**config.mk**
```make
export PLATFORM = sky130hd
export DESIGN_NAME = hls_run_sequencer
export DESIGN_NICKNAME = d
export VERILOG_FILES = /design/src/rtl/hls_run_sequencer.sv
export SDC_FILE = /design/constraint.sdc
export NUM_CORES = 1
export LEC_CHECK = 0
export CAP_MARGIN = 20
export CORE_ASPECT_RATIO = 0.8
export CORE_MARGIN = 3
export CORE_UTILIZATION = 64
export CTS_CLUSTER_SIZE = 8
export DETAILED_ROUTE_END_ITERATION = 10
export DONT_BUFFER_PORTS = 1
export PLACE_DENSITY = 0.92
export SLEW_MARGIN = 5
export SYNTH_ARGS = -nofsm -noshare
export SYNTH_HDL_FRONTEND = slang
export SYNTH_SLANG_ARGS = --single-unit
```
**constraint.sdc**
```tcl
create_clock -name clock -period 2.85 [get_ports clock]
set_input_delay 0.57 -clock clock [delete_from_list [all_inputs] [get_ports clock]]
set_output_delay 0.57 -clock clock [all_outputs]
set_load 0.02 [all_outputs]
```
**src/rtl/hls_run_sequencer.sv**
```systemverilog
// Start/done run controller for NUM_CH lockstep HLS kernels with per-run latency and timeout.
// Optional min/max latency statistics are built when HLS_RUN_STATS_EN is defined.
module hls_run_sequencer #(
    parameter int          NUM_CH  = 2,
    parameter int          CNT_W   = 32,
    parameter int          RUNS_W  = 8,
    parameter longint      TIMEOUT = 200000000,
    parameter int          SETTLE  = 2
) (
    input  logic              clock,
    input  logic              reset,
    input  logic              go,
    input  logic [RUNS_W-1:0] num_runs,
    input  logic [NUM_CH-1:0] ch_en,
    output logic [NUM_CH-1:0] start_port,
    input  logic [NUM_CH-1:0] done_port,
    output logic              busy,
    output logic              run_valid,
    output logic [CNT_W-1:0]  last_cycles,
    output logic [RUNS_W-1:0] run_idx,
    output logic              all_done,
    output logic              timeout_flag,
    output logic [CNT_W-1:0]  min_cycles,
    output logic [CNT_W-1:0]  max_cycles
);

    localparam int SET_W = (SETTLE > 1) ? $clog2(SETTLE) : 1;
    localparam logic [SET_W-1:0] SET_LAST = SET_W'(SETTLE - 1);
    localparam logic [CNT_W-1:0] TO_LIM   = CNT_W'(TIMEOUT);
    localparam logic [CNT_W-1:0] CNT_MAX  = {CNT_W{1'b1}};

    typedef enum logic [2:0] {
        S_IDLE,
        S_SETTLE,
        S_START,
        S_WAIT,
        S_REPORT,
        S_FINISH,
        S_TIMEOUT
    } state_t;

    state_t             state_q, state_d;
    logic [NUM_CH-1:0]  mask_q, mask_d;
    logic [NUM_CH-1:0]  pend_q, pend_d;
    logic [CNT_W-1:0]   cnt_q, cnt_d;
    logic [SET_W-1:0]   set_q, set_d;
    logic [RUNS_W-1:0]  runs_q, runs_d;
    logic [RUNS_W-1:0]  idx_q, idx_d;
    logic [CNT_W-1:0]   last_q, last_d;
    logic               all_done_q, all_done_d;
    logic               to_q, to_d;

    logic               accept;
    logic [NUM_CH-1:0]  pend_now;
    logic [CNT_W-1:0]   cnt_inc;
    logic [RUNS_W:0]    idx_next;

    assign accept   = (state_q == S_IDLE) && go && (|ch_en);
    assign cnt_inc  = (cnt_q == CNT_MAX) ? cnt_q : cnt_q + 1'b1;
    assign idx_next = {1'b0, idx_q} + 1'b1;
    // In START the pending set is the full latched mask; done pulses on disabled channels fall out here.
    assign pend_now = ((state_q == S_START) ? mask_q : pend_q) & ~done_port;

    always_comb begin
        state_d    = state_q;
        mask_d     = mask_q;
        pend_d     = pend_q;
        cnt_d      = cnt_q;
        set_d      = set_q;
        runs_d     = runs_q;
        idx_d      = idx_q;
        last_d     = last_q;
        all_done_d = all_done_q;
        to_d       = to_q;
        start_port = '0;
        busy       = 1'b0;
        run_valid  = 1'b0;

        case (state_q)
            S_IDLE: begin
                if (accept) begin
                    mask_d     = ch_en;
                    runs_d     = (num_runs == '0) ? RUNS_W'(1) : num_runs;
                    idx_d      = '0;
                    all_done_d = 1'b0;
                    to_d       = 1'b0;
                    set_d      = '0;
                    state_d    = S_SETTLE;
                end
            end
            S_SETTLE: begin
                busy = 1'b1;
                if (set_q == SET_LAST) begin
                    cnt_d   = CNT_W'(1);
                    state_d = S_START;
                end else begin
                    set_d = set_q + 1'b1;
                end
            end
            S_START, S_WAIT: begin
                busy   = 1'b1;
                pend_d = pend_now;
                cnt_d  = cnt_inc;
                if (state_q == S_START) start_port = mask_q;
                // Completion wins over timeout when both land in the same cycle.
                if (pend_now == '0) begin
                    last_d  = cnt_q;
                    state_d = S_REPORT;
                end else if (cnt_q > TO_LIM) begin
                    to_d    = 1'b1;
                    state_d = S_TIMEOUT;
                end else begin
                    state_d = S_WAIT;
                end
            end
            S_REPORT: begin
                busy      = 1'b1;
                run_valid = 1'b1;
                if (idx_next < {1'b0, runs_q}) begin
                    idx_d   = idx_next[RUNS_W-1:0];
                    set_d   = '0;
                    state_d = S_SETTLE;
                end else begin
                    all_done_d = 1'b1;
                    state_d    = S_FINISH;
                end
            end
            S_FINISH:  state_d = S_IDLE;
            S_TIMEOUT: state_d = S_IDLE;
            default:   state_d = S_IDLE;
        endcase
    end

    always_ff @(posedge clock) begin
        if (reset) begin
            state_q    <= S_IDLE;
            mask_q     <= '0;
            pend_q     <= '0;
            cnt_q      <= '0;
            set_q      <= '0;
            runs_q     <= '0;
            idx_q      <= '0;
            last_q     <= '0;
            all_done_q <= 1'b0;
            to_q       <= 1'b0;
        end else begin
            state_q    <= state_d;
            mask_q     <= mask_d;
            pend_q     <= pend_d;
            cnt_q      <= cnt_d;
            set_q      <= set_d;
            runs_q     <= runs_d;
            idx_q      <= idx_d;
            last_q     <= last_d;
            all_done_q <= all_done_d;
            to_q       <= to_d;
        end
    end

    assign last_cycles  = last_q;
    assign run_idx      = idx_q;
    assign all_done     = all_done_q;
    assign timeout_flag = to_q;

`ifdef HLS_RUN_STATS_EN
    logic [CNT_W-1:0] min_q, max_q;

    // last_q is already valid during REPORT, so stats settle one cycle after run_valid.
    always_ff @(posedge clock) begin
        if (reset) begin
            min_q <= '0;
            max_q <= '0;
        end else if (accept) begin
            min_q <= '0;
            max_q <= '0;
        end else if (state_q == S_REPORT) begin
            if (idx_q == '0) begin
                min_q <= last_q;
                max_q <= last_q;
            end else begin
                if (last_q < min_q) min_q <= last_q;
                if (last_q > max_q) max_q <= last_q;
            end
        end
    end

    assign min_cycles = min_q;
    assign max_cycles = max_q;
`else
    assign min_cycles = '0;
    assign max_cycles = '0;
`endif

endmodule
```
# Word level (Yosys, flattened, before mapping)
# Index checks and enable logic that the tools add are counted.
[word_totals] register_bits=90 in_bits=15 wordCells=76
[op_classes] mux=27 bitwise=2 n_reduce_logical=20 n_lt_le_gt_ge=2 eq_ne=12 addsub=3
[op_table] op="32-bit 2-to-1 mux" n=2
[op_table] op="32-bit one-hot mux with 2 select lines" n=1
[op_table] op="32-bit by 1-bit adder with 32-bit output, second input constant" n=1
[op_table] op="32-bit equality test, second input constant" n=1
[op_table] op="32-bit by 28-bit > comparator with 1-bit output, second input constant" n=1
[op_table] op="8-bit 2-to-1 mux" n=3
[op_table] op="8-bit one-hot mux with 2 select lines" n=1
[op_table] op="3-bit 2-to-1 mux" n=5
[op_table] op="2-bit != test, second input constant" n=7
[op_table] op="3-bit one-hot mux with 4 select lines" n=1
[op_table] op="3-bit AND reduction" n=4
[op_table] op="8-bit by 1-bit adder with 9-bit output, second input constant" n=1
[op_table] op="9-bit by 8-bit < comparator with 1-bit output" n=1
[op_table] op="8-bit zero test" n=1
[op_table] op="1-bit 2-to-1 mux" n=8
[op_table] op="3-bit by 2-bit equality test with 1-bit output, second input constant" n=2
[op_table] op="2-bit 2-to-1 mux" n=3
[op_table] op="2-bit AND reduction" n=3
[op_table] op="2-bit nonzero test" n=3
[op_table] op="1-bit one-hot mux with 2 select lines" n=2
[op_table] op="4-bit AND reduction" n=1
[op_table] op="2-bit OR reduction" n=2
[op_table] op="4-bit OR reduction" n=1
[op_table] op="3-bit by 1-bit equality test with 1-bit output, second input constant" n=1
[op_table] op="other kinds (9)" n=10

# Depth between registers and ports, before layout
[depth] word_depth=6 mapped_depth=11 mapped_depth_nobuf=11

# Least setup slack after synthesis
# Ideal clock, no wire load.
[synth_path] path_type="register to register" start="register idx_q[0] (netlist: run_idx[0])" end="register idx_q[2] (netlist: run_idx[2])" period_less_slack_ps=2686 arrival_ps=2572 path_slack_ps=164 required_time_ps=2736 path_buffers=0 path_stages_with_launch=11 cell_sequence="dfxtp_1 > ha_1 > and3_1 > nand2b_1 > nand2_1 > ha_1 > a21oi_1 > a21boi_0 > a311oi_1 > a311oi_1 > a21o_1"
[synth_via] elab_chain_cells=4 word_cells_on_any_way=6
[synth_rtl] element="start: declaration" line_no="48" text="logic [RUNS_W-1:0] idx_q, idx_d;"
[synth_rtl] element="start signal: assignment" line_no="153" text="idx_q <= idx_d;"
[synth_rtl] element="8-bit by 1-bit adder with 9-bit output (*)" line_no="60" text="assign idx_next = {1'b0, idx_q} + 1'b1;"
[synth_rtl] element="9-bit by 8-bit < comparator with 1-bit output" line_no="119" text="if (idx_next < {1'b0, runs_q}) begin"
[synth_rtl] element="2-bit != test (no source line)"
[synth_rtl] element="3-bit AND reduction (no source line)"
# Mark *: on every way between the ends. The rest lies on a longest branch, timed or not. The select of a mux whose other input is x is not followed.
# A chain may end at the register's enable or synchronous reset.

# Worst setup path in the final report
[layout_path] start="register idx_q[0] (netlist: run_idx[0])" end="register idx_q[6] (netlist: run_idx[6])"
# The elaborated chain is that of the path after synthesis.

==> results by group <==
STA
  – Fmax: a little under 400 MHz
  – RSZ-0062 raised after global routing: false
  – Post-route worst setup slack: 0.2578 ns
  – Final hold viol count: 0
  – Setup TNS: 0 ns
  – Worst slew pin tran: 0.8725 ns
  – Slew Viols, Final: 0
  – Fin crit period: 2.592 ns
  – Setup violators final: 0
  – Tcrit/Tclk final: between 90% and 100%
  – Slew HR: about two fifths
  – Worst hold margin: 0.2714 ns
  – Final Skew: 0.01288 ns

Clock network
  – CTS Hold Bufs: 0
  – CTS Sinks: 90
  – CTS tree: done
  – # H-tree levels: 3
  – Clk_lat worst skew: about 0.36 ns
  – CTS max path bufs: 2
  – Cell chosen for the clock root: clkbuf_8
  – Post-cts sizing count: 0
  – Worst-path clk slew: 0.09 ns
  – CTS buffer count: 9
  – Post-CTS setup buffers: 0

Placed design
  – Post-DP HPWL: 7053 um
  – Placed cell count: 640
  – Port buffer count: 0
  – Placement Setup Slack: 0.3372 ns
  – Routability cong.: ~0.90

Floorplanning
  – Row count: 27
  – Core Box Area: between 7000 and 8000 um2
  – Chip height: between 80 and 90 um
  – Die X: 102.2 um
  – Starting Density: 67.49%
  – Die area: between 8000 and 9000 um2
  – I/O pin total: ~130

Synth
  – Area leader, netlist: dfxtp_1
  – Post-synth top flop: dfxtp_1
  – #FFs+latches synth: 90
  – Warnings from Yosys: 0
  – Synth cell count leaders: dfxtp_1, nor2_1, buf_4, nand2_1, mux2i_1
  – Area fraction of the dominant cell type after synthesis: 37.99%
  – Post-Syn Area: 4742 um2
  – Syn avg cell area: ~8.4 um2
  – Sequential share of the synthesized area: 37.99%
  – Most common cell in the netlist: dfxtp_1
  – Ys async rst share: 0%
  – Yosys cell types: 56
  – EDFF count, synth: 0
  – Synth top area cells: dfxtp_1, buf_4, mux2i_1
  – Gate Count Post-Synth: around 570

Worst setup path
  – Critical Path Sink Type: register
  – Startpoint class of the critical path: register
  – Max incr delay on CP: 0.35 ns
  – R2r startpoint: run_idx[0]$_SDFFE_PP0P_
  – R2R Setup Slk: 0.26 ns
  – Crit path buffers/inverters: 1
  – Crit Path Category: reg -> reg
  – CP delay by family, top: compound AO/OA/AOI/OAI gates
  – Critical Path RT: 3.16 ns
  – Worst path cell trace: ha_1 > and3_1 > nand2b_1 > nand2_1 > ha_1 > a21oi_1 > a21boi_0 > a311oi_1 > buf_4 > nand3_1 > a21oi_1 > a21o_1
  – CP Data Arrival Time: 2.90 ns
  – Slowest CP cell: dfxtp_1
  – Reg2reg end: run_idx[6]$_SDFFE_PP0P_
  – Reg2Reg Depth: 12
  – Crit Path Max Fanout: 6
  – Critical Path Start: run_idx[0]$_SDFFE_PP0P_

Finish
  – Final std cells w/o fill: around 660
  – Register area: 1802 um2
  – Multi-input gate area: 2506 um2
  – Ant. Diodes: 0
  – Fill count: 571
  – Fraction of layout cells with a size suffix above 1: roughly 7.0%
  – Final nets: 589
  – Area growth, synth to finish: 0.3429%

Power and ir drop
  – Combinational share of power: 8.1%
  – Pleak: just over 2 nW
  – PwrDens: 470.6 nW/um2
  – Switch share: 27.16%
  – Worst vdd ir: 243.9 uV
  – Register share of total power: 57.4%
  – Internal power: 1.631 mW
  – Clock power frac: between 30% and 40%
  – Tot Pwr: 2.239 mW
  – Switching Power: just over 0.6 mW

Worst hold path
  – Hold path startpoint: reset
  – Worst hold-check path type: in -> reg
  – Hold path depth: 1
  – Hold EP: last_cycles[20]$_SDFFE_PP0P_

Global routing
  – Grt met3 use: 8.816%
  – Initial antenna violation count: 0
  – Grt peak-use layer: met2
  – GR Util met2: 35.87%
  – Total GRT Usage: between 20% and 30%
  – Gr ovfl total: 0
  – First-pass GRT wire length: 15,800 um
  – Grt met1 use: around 29%
  – Pin count of the biggest net entering global routing: between 50 and 60
  – Vias in the first global route: 3,445

Route
  – Wirelength per Cell: ~15 um
  – First-pass DRT Iterations: 5
  – Residual DRC: 0
  – Antenna viol nets, final: 0
  – Initial DRC count: 240
  – Vias per std cell: 5.788
  – Final WL: 9702 um
  – Detailed-route via count: 3,797

Outcome
  – Outcome: complete, no violations

Job
  – Max-cap violations: 0
[power groups by stage]
stage / Combinational (mW) / Sequential, mW / Clock, mW
finish: 0.182 / 1.28 / 0.772
global route: 0.201 / 1.29 / 0.848
CTS: 0.179 / 1.28 / 0.790
detailed placement: 0.179 / 1.31 / 0
global placement: 0.174 / 1.31 / 0
floorplan: 0.235 / 1.31 / 0
[logic make-up after synthesis]
group	after synthesis	synth area share, %
DFF	90	37.99
adders and majority gates	10	2.639
xor gates and xnor gates	28	5.171
and+or+nand+nor	223	22.64
AOI/OAI and AO/OA	76	10.32
muxes	33	6.966
buffers and inverters	105	14.19
other	1	0.07908
[metrics by stage]
stage,utilization (%),instance area [um2]
floorplan,-,4979
global placement,65.28,4587
detailed placement,65.28,4587
CTS,67.72,4758
global route,67.72,4758
finish,67.72,4758
[per-layer routing]
layer  wire length, um  share of wire [%]  up-vias
met5                 0                  0        -
met1              4177                 43     1766
met4               218                2.2        0
met2              4392                 45      195
met3               913                9.4       26
li1                  -                  -     1810
[worst max path at each step]
stage,to,depth (start not counted)
2_1_floorplan,run_idx[2]$_SDFFE_PP0P_,10
3_3_place_gp,run_idx[6]$_SDFFE_PP0P_,11
3_5_place_dp,run_idx[6]$_SDFFE_PP0P_,11
4_1_cts,run_idx[6]$_SDFFE_PP0P_,11
5_1_grt,run_idx[5]$_SDFFE_PP0P_,12
6_report,run_idx[6]$_SDFFE_PP0P_,12
[cell type report]
cell class	count	area share, %
Clock buffer	11	2.761
Clock inverter	5	0.8414
Inverter	16	1.262
Multi-Input combinational cell	434	52.67
Sequential cell	90	37.86
Tap cell	87	2.288
Timing Repair Buffer	13	2.314
[cell usage in the layout, fill, tap and decap left out, types with 3 or more instances in the layout]
master,n
dfxtp_1,90
nor2_1,78
conb_1,64
nand2_1,51
mux2i_1,33
a21oi_1,31
nand3_1,18
xnor2_1,18
inv_1,16
nor3_1,14
nand4_1,12
buf_4,12
o21ai_0,10
xor2_1,10
nand2b_1,10
ha_1,10
a211oi_1,9
clkbuf_8,9
and3_1,7
or3_1,5
nor4_1,4
a21o_1,4
and2_1,4
or2_2,3
nor2b_1,3
clkinvlp_4,3
[state kept, by name (all words and copies together), names as in the netlist]
signal        flops
all_done          1
last_cycles      32
pend_q            2
set_q             1
cnt_q            32
state_q           3
run_idx           8
timeout_flag      1
runs_q            8
mask_q            2
Note: power is estimated with default switching activity, not from simulation.
